===== src/rtl/button_defs.sv =====
// Shared button register definitions, also mirrored by CPU-side software constants.
// Latency: n/a (constants, types and a helper function only).
// Backpressure: n/a.
package button_defs;

  localparam int          NUM_BUTTONS        = 4;
  localparam logic [15:0] BTN_DEFAULT_PERIOD = 16'd50000;  // 2 ms at 25 MHz

  // Register offsets relative to BASE_INDEX
  localparam logic [1:0] REG_OFF_STATE   = 2'd0;
  localparam logic [1:0] REG_OFF_PRESS   = 2'd1;
  localparam logic [1:0] REG_OFF_RELEASE = 2'd2;
  localparam logic [1:0] REG_OFF_PERIOD  = 2'd3;

  // Decoded register access
  typedef struct packed {
    logic       hit;
    logic [1:0] off;
  } reg_dec_t;

  // A programmed period of 0 behaves as 1 so a transition still needs one count.
  function automatic logic [15:0] eff_period(input logic [15:0] p);
    return (p == 16'd0) ? 16'd1 : p;
  endfunction

endpackage


===== src/rtl/button_debounce.sv =====
// Single-button synchronizer and debouncer producing a stable level and edge pulses.
// Latency: 2 sync cycles plus max(period,1) cycles of a steady level before stable toggles.
// Backpressure: none; pulses are single-cycle and must be captured by the caller.
//
// Ports: clk, reset_n (async active-low), btn_raw (async level), period (debounce count),
//        stable (debounced level), rise_pls / fall_pls (one-cycle, coincident with stable change).
module button_debounce
  import button_defs::*;
(
  input  logic        clk,
  input  logic        reset_n,
  input  logic        btn_raw,
  input  logic [15:0] period,
  output logic        stable,
  output logic        rise_pls,
  output logic        fall_pls
);

  logic        sync0_q, sync1_q;
  logic        stable_q, stable_d;
  logic [15:0] cnt_q, cnt_d;
  logic [16:0] cnt_inc;
  logic        fire;

  // The compare is ">=" so a counter left above a freshly shortened period
  // fires on its next increment rather than wrapping around.
  always_comb begin
    cnt_inc  = {1'b0, cnt_q} + 17'd1;
    fire     = 1'b0;
    cnt_d    = 16'd0;
    stable_d = stable_q;
    if (sync1_q != stable_q) begin
      if (cnt_inc >= {1'b0, eff_period(period)}) begin
        fire     = 1'b1;
        stable_d = ~stable_q;
      end else begin
        cnt_d = cnt_inc[15:0];
      end
    end
  end

  always_ff @(posedge clk or negedge reset_n) begin
    if (!reset_n) begin
      sync0_q  <= 1'b0;
      sync1_q  <= 1'b0;
      stable_q <= 1'b0;
      cnt_q    <= 16'd0;
    end else begin
      sync0_q  <= btn_raw;
      sync1_q  <= sync0_q;
      stable_q <= stable_d;
      cnt_q    <= cnt_d;
    end
  end

  assign stable   = stable_q;
  assign rise_pls = fire & ~stable_q;
  assign fall_pls = fire &  stable_q;

endmodule


===== src/rtl/button_controller.sv =====
// Four debounced buttons behind a CPU register window (STATE, PRESS, RELEASE, PERIOD).
// Latency: read data registered one cycle after register_read; PERIOD writes apply next cycle.
// Backpressure: none; read/write strobes are accepted every cycle.
//
// Ports: clk, reset_n (async active-low), buttons[3:0] (raw, 1=pressed),
//        register_index/read/write/write_value (CPU access), register_read_value
//        (registered, 0 outside window), press_pending (registered OR of PRESS latch).
module button_controller
  import button_defs::*;
#(
  parameter logic [11:0] BASE_INDEX     = 12'd0,
  parameter logic [15:0] DEFAULT_PERIOD = BTN_DEFAULT_PERIOD
) (
  input  logic        clk,
  input  logic        reset_n,
  input  logic [3:0]  buttons,
  input  logic [11:0] register_index,
  input  logic        register_read,
  input  logic        register_write,
  input  logic [15:0] register_write_value,
  output logic [15:0] register_read_value,
  output logic        press_pending
);

  logic [3:0]  stable, rise, fall;
  logic [3:0]  press_q, press_d, release_q, release_d;
  logic [3:0]  press_clr, release_clr;
  logic [15:0] period_q, period_d;
  logic [15:0] rdata_q, rdata_d, rd_val;
  logic        pend_q, pend_d;
  logic [12:0] idx_ext, base_ext;
  reg_dec_t    dec;

  for (genvar i = 0; i < NUM_BUTTONS; i++) begin : g_btn
    button_debounce u_debounce (
      .clk      (clk),
      .reset_n  (reset_n),
      .btn_raw  (buttons[i]),
      .period   (period_q),
      .stable   (stable[i]),
      .rise_pls (rise[i]),
      .fall_pls (fall[i])
    );
  end

  // Decode in 13 bits so a base near the top of the index space cannot wrap.
  always_comb begin
    idx_ext  = {1'b0, register_index};
    base_ext = {1'b0, BASE_INDEX};
    dec.hit  = (idx_ext >= base_ext) && (idx_ext <= base_ext + 13'd3);
    dec.off  = register_index[1:0] - BASE_INDEX[1:0];
  end

  always_comb begin
    rd_val = 16'd0;
    if (dec.hit) begin
      case (dec.off)
        REG_OFF_STATE:   rd_val = {12'd0, stable};
        REG_OFF_PRESS:   rd_val = {12'd0, press_q};
        REG_OFF_RELEASE: rd_val = {12'd0, release_q};
        REG_OFF_PERIOD:  rd_val = period_q;
        default:         rd_val = 16'd0;
      endcase
    end
  end

  // Clear-on-read and write-1-to-clear merge into one mask; new events win.
  always_comb begin
    press_clr   = 4'd0;
    release_clr = 4'd0;
    period_d    = period_q;
    if (dec.hit && register_read) begin
      if (dec.off == REG_OFF_PRESS)   press_clr   = 4'hF;
      if (dec.off == REG_OFF_RELEASE) release_clr = 4'hF;
    end
    if (dec.hit && register_write) begin
      if (dec.off == REG_OFF_PRESS)   press_clr   = press_clr   | register_write_value[3:0];
      if (dec.off == REG_OFF_RELEASE) release_clr = release_clr | register_write_value[3:0];
      if (dec.off == REG_OFF_PERIOD)  period_d    = register_write_value;
    end
    press_d   = (press_q   & ~press_clr)   | rise;
    release_d = (release_q & ~release_clr) | fall;
    rdata_d   = register_read ? rd_val : rdata_q;
    pend_d    = |press_q;
  end

  always_ff @(posedge clk or negedge reset_n) begin
    if (!reset_n) begin
      press_q   <= 4'd0;
      release_q <= 4'd0;
      period_q  <= DEFAULT_PERIOD;
      rdata_q   <= 16'd0;
      pend_q    <= 1'b0;
    end else begin
      press_q   <= press_d;
      release_q <= release_d;
      period_q  <= period_d;
      rdata_q   <= rdata_d;
      pend_q    <= pend_d;
    end
  end

  assign register_read_value = rdata_q;
  assign press_pending       = pend_q;

endmodule


===== config.mk =====
export PLATFORM = sky130hd
export DESIGN_NAME = button_controller
export DESIGN_NICKNAME = d
export VERILOG_FILES = /design/src/rtl/button_defs.sv /design/src/rtl/button_debounce.sv /design/src/rtl/button_controller.sv
export SDC_FILE = /design/constraint.sdc
export NUM_CORES = 1
export LEC_CHECK = 0
export ABC_CLOCK_PERIOD_IN_PS = 6100
export BUFFER_PORTS_ARGS = -buffer_cell sky130_fd_sc_hd__buf_2
export CORE_MARGIN = 2
export CORE_UTILIZATION = 57
export DETAILED_ROUTE_END_ITERATION = 16
export MAX_ROUTING_LAYER = met4
export PLACE_DENSITY = 0.76
export SLEW_MARGIN = 20
export SYNTH_ARGS = -nofsm -noshare
export SYNTH_HDL_FRONTEND = slang
export SYNTH_HIERARCHICAL = 1
export SYNTH_SLANG_ARGS = --single-unit

===== constraint.sdc =====
create_clock -name clk -period 6.1 [get_ports clk]
set_clock_uncertainty 0.2 [all_clocks]
set_input_delay 0.61 -clock clk [delete_from_list [all_inputs] [get_ports clk]]
set_output_delay 0.61 -clock clk [all_outputs]
set_load 0.01 [all_outputs]

## Yosys cells after proc, flatten, opt, wreduce, memory -nomap -nowiden

Cells that the tools add are included.

| cells by class | value |
|---|---|
| add/sub/neg operators | 4 |
| magnitude comparators | 5 |
| equality and inequality tests | 7 |
| mux-type cells | 27 |
| bitwise operators | 20 |
| reduce and logical (&&, ||, !) cells | 10 |

Operator list:

| cell | count |
|---|---|
| $mux 16 | 10 |
| $add 16x1->17 const B | 4 |
| $ge 17x16->1 | 4 |
| $pmux 16 s4 | 1 |
| $mux 4 | 8 |
| $logic_not 16->1 | 1 |
| $or 4x4->4 | 4 |
| $le 12x2->1 const B | 1 |
| $reduce_and 2->1 | 5 |
| $and 1x1->1 | 8 |
| $and 4x4->4 | 2 |
| $mux 1 | 8 |
| $not 4->4 | 2 |
| $eq 2x2->1 const B | 2 |
| $ne 1x1->1 | 4 |
| $not 1->1 | 4 |
| $reduce_or 4->1 | 1 |
| $eq 2x1->1 const B | 1 |
| $logic_and 1x1->1 | 2 |
| $logic_not 2->1 | 1 |

| word-level totals | value |
|---|---|
| register bits after elaboration | 117 |
| input bits | 36 |
| output and inout bits | 17 |
| logic and storage cells | 94 |

## Longest topological paths before layout

| depth | value |
|---|---|
| depth after elaboration | 9 |
| mapped depth | 12 |
| mapped depth without buffers | 12 |

## By module

The synthesis kept the hierarchy.

Modules (own cells, without submodules):

| module | times used | cells each | area an instance (µm²) | sequential area each (µm²) |
|---|---|---|---|---|
| button_debounce | 4 | 143 | 1418.9 | 475.5 |
| button_controller | 1 | 149 | 1855.5 | 1033.5 |

## Worst setup path before layout

OpenSTA, ideal clock, no wires.

| path | value |
|---|---|
| path kind | register -> register |
| start | register g_btn[0].u_debounce.cnt_q[0] |
| end | register release_q[0] |
| setup time | 0.118 ns |
| arrival | 2.751 ns |
| data required time | 5.782 ns |
| setup slack | 3.031 ns |
| cell stages (with the launch flop) | 13 |
| buffers on the path | 0 |
| period minus slack after synthesis | 3.069 ns |
| cells stage by stage | dfrtp_1 -> ha_1 -> nand2_1 -> nor4_4 -> nand2_1 -> xnor2_1 -> ha_1 -> nand4_1 -> nor3_1 -> a221oi_1 -> o211ai_4 -> and3b_2 -> a21o_1 |

| between the ends | value |
|---|---|
| cells in the longest elaborated chain, start to end | 6 |

RTL lines:

| what | line | source |
|---|---|---|
| start, declared | button_debounce.sv:21 | `logic [15:0] cnt_q, cnt_d;` |
| start signal, assigned | button_debounce.sv:52 | `cnt_q <= cnt_d;` |
| $add 16x1->17 | button_debounce.sv:28 | `cnt_inc = {1'b0, cnt_q} + 17'd1;` |
| $ge 17x16->1 | button_debounce.sv:33 | `if (cnt_inc >= {1'b0, eff_period(period)}) begin` |
| $mux 1 | button_debounce.sv:33 |  |
| $mux 1 | button_debounce.sv:32 | `if (sync1_q != stable_q) begin` |
| $and 1x1->1 | button_debounce.sv:58 | `assign fall_pls = fire & stable_q;` |
| via fall[0] | button_controller.sv:25 | `logic [3:0] stable, rise, fall;` |
| $or 4x4->4 | button_controller.sv:82 | `release_d = (release_q & ~release_clr) \| fall;` |
| via release_d[0] | button_controller.sv:26 | `logic [3:0] press_q, press_d, release_q, release_d;` |
| end signal, assigned | button_controller.sv:96 | `release_q <= release_d;` |
| end, declared | button_controller.sv:26 |  |

The timed path passes the listed nets, and every way through them passes these cells.
A chain may end at the register's enable or synchronous reset.

## Final worst setup path

Ends and elaborated chain as after synthesis.

==> flow_metrics.py <==
metrics = {
    "run_status": {
        "outcome": "finished clean",
    },
    "clocking": {
        "cts_hold_buffers": 0,
        "post_cts_buffers": 0,
        "insertion_delay_ps": 420,
        "postCtsResizedCells": 0,
        "cts_max_path_buffers": 2,
        "clock_sinks": 117,
        "numCtsBuffers": 17,
        "htree_levels": 4,
        "clock-root-buffer": "clkbuf_16",
        "cts_tree": "yes",
        "cts.clk_slew.worst_paths_ps": 50,
    },
    "placement": {
        "dpl.hpwl_mm": 12.5,
        "dp_slack_ps": 2510,
        "gp_congestion": 0.917,
        "port_buffers": 52,
    },
    "floorplan": {
        "ios": 53,
        "initial_core_util": 0.590,
        "die_x_um": 119,
        "dieArea_um2": 14100,
        "die_h_um": 119,
        "rows": 41,
        "core_area_um2": 12800,
    },
    "routing": {
        "ant_nets": 0,
        "wl_per_cell_um": 18.9,
        "drc": 0,
        "vias": 5899,
        "wl_mm": 18.2,
        "vias_per_cell": 6.13,
        "first_pass_iters": 7,
        "drt_iter0_markers": 434,
    },
    "pwr": {
        "ir_worst_vdd_uv": 181,
        "p_leak_nw": 4.12,
        "p_int_mw": 1.51,
        "p_comb_frac": 0.099,
        "power_mw": 2.00,
        "seqPwrFrac": 0.402,
        "power.switching_uw": 491,
        "p_sw_frac": 0.246,
        "clkPwrFrac": 0.499,
        "p_per_area_nw_per_um2": 234,
    },
    "synthesis": {
        "synthDistinctLibCells": 43,
        "ys_top_cells_by_area": "dfrtp_1, ha_1, nor3b_1, inv_1, xor2_1",
        "synth.avg_cell_area_um2": 10.4,
        "synth_ff_type": "dfrtp_1",
        "synth-edff-count": 0,
        "syn-num-nets": 825,
        "ys_seq_area_frac": 0.390,
        "synth_top_area_cell": "dfrtp_1",
        "synth_top_area_frac": 0.369,
        "syn-cell-area_um2": 7530,
        "yosysWarnings": 6,
        "synthCells": 721,
        "async_flop_share": 1.00,
        "ys_ff_latch": 117,
    },
    "setup_path": {
        "critPathLaunchType": "flip-flop",
        "worst_ep_arrival_time_ps": 3730,
        "crit_slowest_cell": "a221oi_1",
        "path_class": "flip-flop to flip-flop",
        "cp_max_fo": 19,
        "cpPeakStageDelay_ps": 460,
        "cp_cell_sequence": "ha_1 -> nand2_1 -> nor4_4 -> nand2_1 -> xnor2_1 -> ha_1 -> nand4_1 -> nor3_1 -> a221oi_1 -> o211ai_4 -> and3b_2 -> a21o_1",
        "cp-end-kind": "flip-flop",
        "required_ps": 6210,
    },
    "timing": {
        "finalSetupTns_ps": 0,
        "hold_viol": 0,
        "setup_ws_ps": 2480,
        "rsz0062_at_grt": "no",
        "max_clock_freq_ghz": 0.276,
        "fin_crit_ps": 3620,
        "worst_slew_pin_slew_ps": 900,
        "period_share": 0.594,
        "setup_viol": 0,
        "maxSlewViolCount": 0,
        "slew_headroom": 0.400,
    },
    "global_route": {
        "grt_pass1_wl_mm": 30.5,
        "antenna_found_initial": 0,
        "grt_pass1_vias": 6083,
        "track_usage": 0.282,
        "grt_start_max_net_pins": 72,
        "grt_overflow": 0,
    },
    "cells_and_area": {
        "syn_to_final_growth_pct": 13.3,
        "fin_util": 0.668,
        "final_common_cell": "dfrtp_1",
        "final_cell_mix": "dfrtp_1, inv_1, ha_1",
        "final_nets": 882,
        "antenna_cells": 0,
        "drive_gt1_frac": 0.196,
    },
    "run": {
        "drv_cap": 0,
    },
    "min_path": {
        "hp-class": "primary input to asynchronous set/reset pin",
    },
}
[per-layer routing]
layer | track usage | wire length, um
met1 | 0.353 | 7690
met2 | 0.449 | 8780
met3 | 0.0536 | 1080
met4 | 0.126 | 611
met5 | - | 0
[layout make-up]
cell class	count	area, um^2
clock buffers	22	494
clock inverters	9	100
fillers	973	4240
inverters	84	315
multi-input cells	499	4160
flip-flops and latches	117	2940
well taps	172	215
repair buffers	59	315
[registers in the layout, summed over array words and instances (netlist names)]
| signal | count |
|---|---|
| g_btn.u_debounce/cnt_q | 64 |
| g_btn.u_debounce/stable | 4 |
| g_btn.u_debounce/sync0_q | 4 |
| g_btn.u_debounce/sync1_q | 4 |
| period_q | 16 |
| press_pending | 1 |
| press_q | 4 |
| register_read_value | 16 |
| release_q | 4 |
[cell usage after synthesis, drive strengths merged (13+ instances only)]
library cell	instances
xnor2	28
nor4	22
nor3	16
dfrtp	111
a21oi	28
nand4	36
nand2	37
nor2	29
nand3	28
ha	68
and3	13
nor3b	60
inv	84
xor2	32
mux2	20
[kinds of logic after synthesis]
group	share of synthesized area
DFF	0.390
AOI/OAI and AO/OA	0.0871
xor gates and xnor gates	0.0698
adders and majority gates	0.113
buffers and inverters	0.0583
and+or+nand+nor	0.238
muxes	0.0439
[worst max-delay path: cells and delay by family, from the launching register on]
| family | cells | cell delay, ps |
|---|---|---|
| AOI/OAI and AO/OA | 3 | 950 |
| xor gates and xnor gates | 1 | 230 |
| adders and majority gates | 2 | 540 |
| DFF | 1 | 420 |
| and+or+nand+nor | 6 | 1170 |
[per-stage QoR]
stage,instance area [um^2],instances,hold WS (ps)
floorplan,7530,721,114
global placement,7940,931,136
detailed placement,7940,931,135
CTS,8530,962,30.2
global route,8530,962,56.9
finish,8530,962,8.18
[power by group through the flow]
| stage | clock network (mW) | registers (mW) | logic (mW) |
|---|---|---|---|
| 6_report | 0.997 | 0.802 | 0.197 |
| 5_1_grt | 1.05 | 0.803 | 0.214 |
| 4_1_cts | 1.01 | 0.802 | 0.196 |
| 3_5_place_dp | 0 | 0.815 | 0.195 |
| 3_3_place_gp | 0 | 0.813 | 0.186 |
| 2_1_floorplan | 0 | 0.810 | 0.135 |
[final timing paths]
path | start | to | slack (ps) | depth (start not counted)
hold / removal | reset_n | g_btn[0].u_debounce/cnt_q[7]$_DFF_PN0_ | 8 | 1
min in group clk | buttons[1] | g_btn[1].u_debounce/sync0_q$_DFF_PN0_ | 90 | 1
setup reg to reg | g_btn[0].u_debounce/cnt_q[0]$_DFF_PN0_ | release_q[0]$_DFF_PN0_ | 2480 | 12
setup / recovery | g_btn[0].u_debounce/cnt_q[0]$_DFF_PN0_ | release_q[0]$_DFF_PN0_ | 2480 | 12
hold reg to reg | g_btn[2].u_debounce/sync0_q$_DFF_PN0_ | g_btn[2].u_debounce/sync1_q$_DFF_PN0_ | 140 | 0
max in group asynchronous | reset_n | g_btn[3].u_debounce/cnt_q[4]$_DFF_PN0_ | 4360 | 2
(Power assumes the default switching activity.)
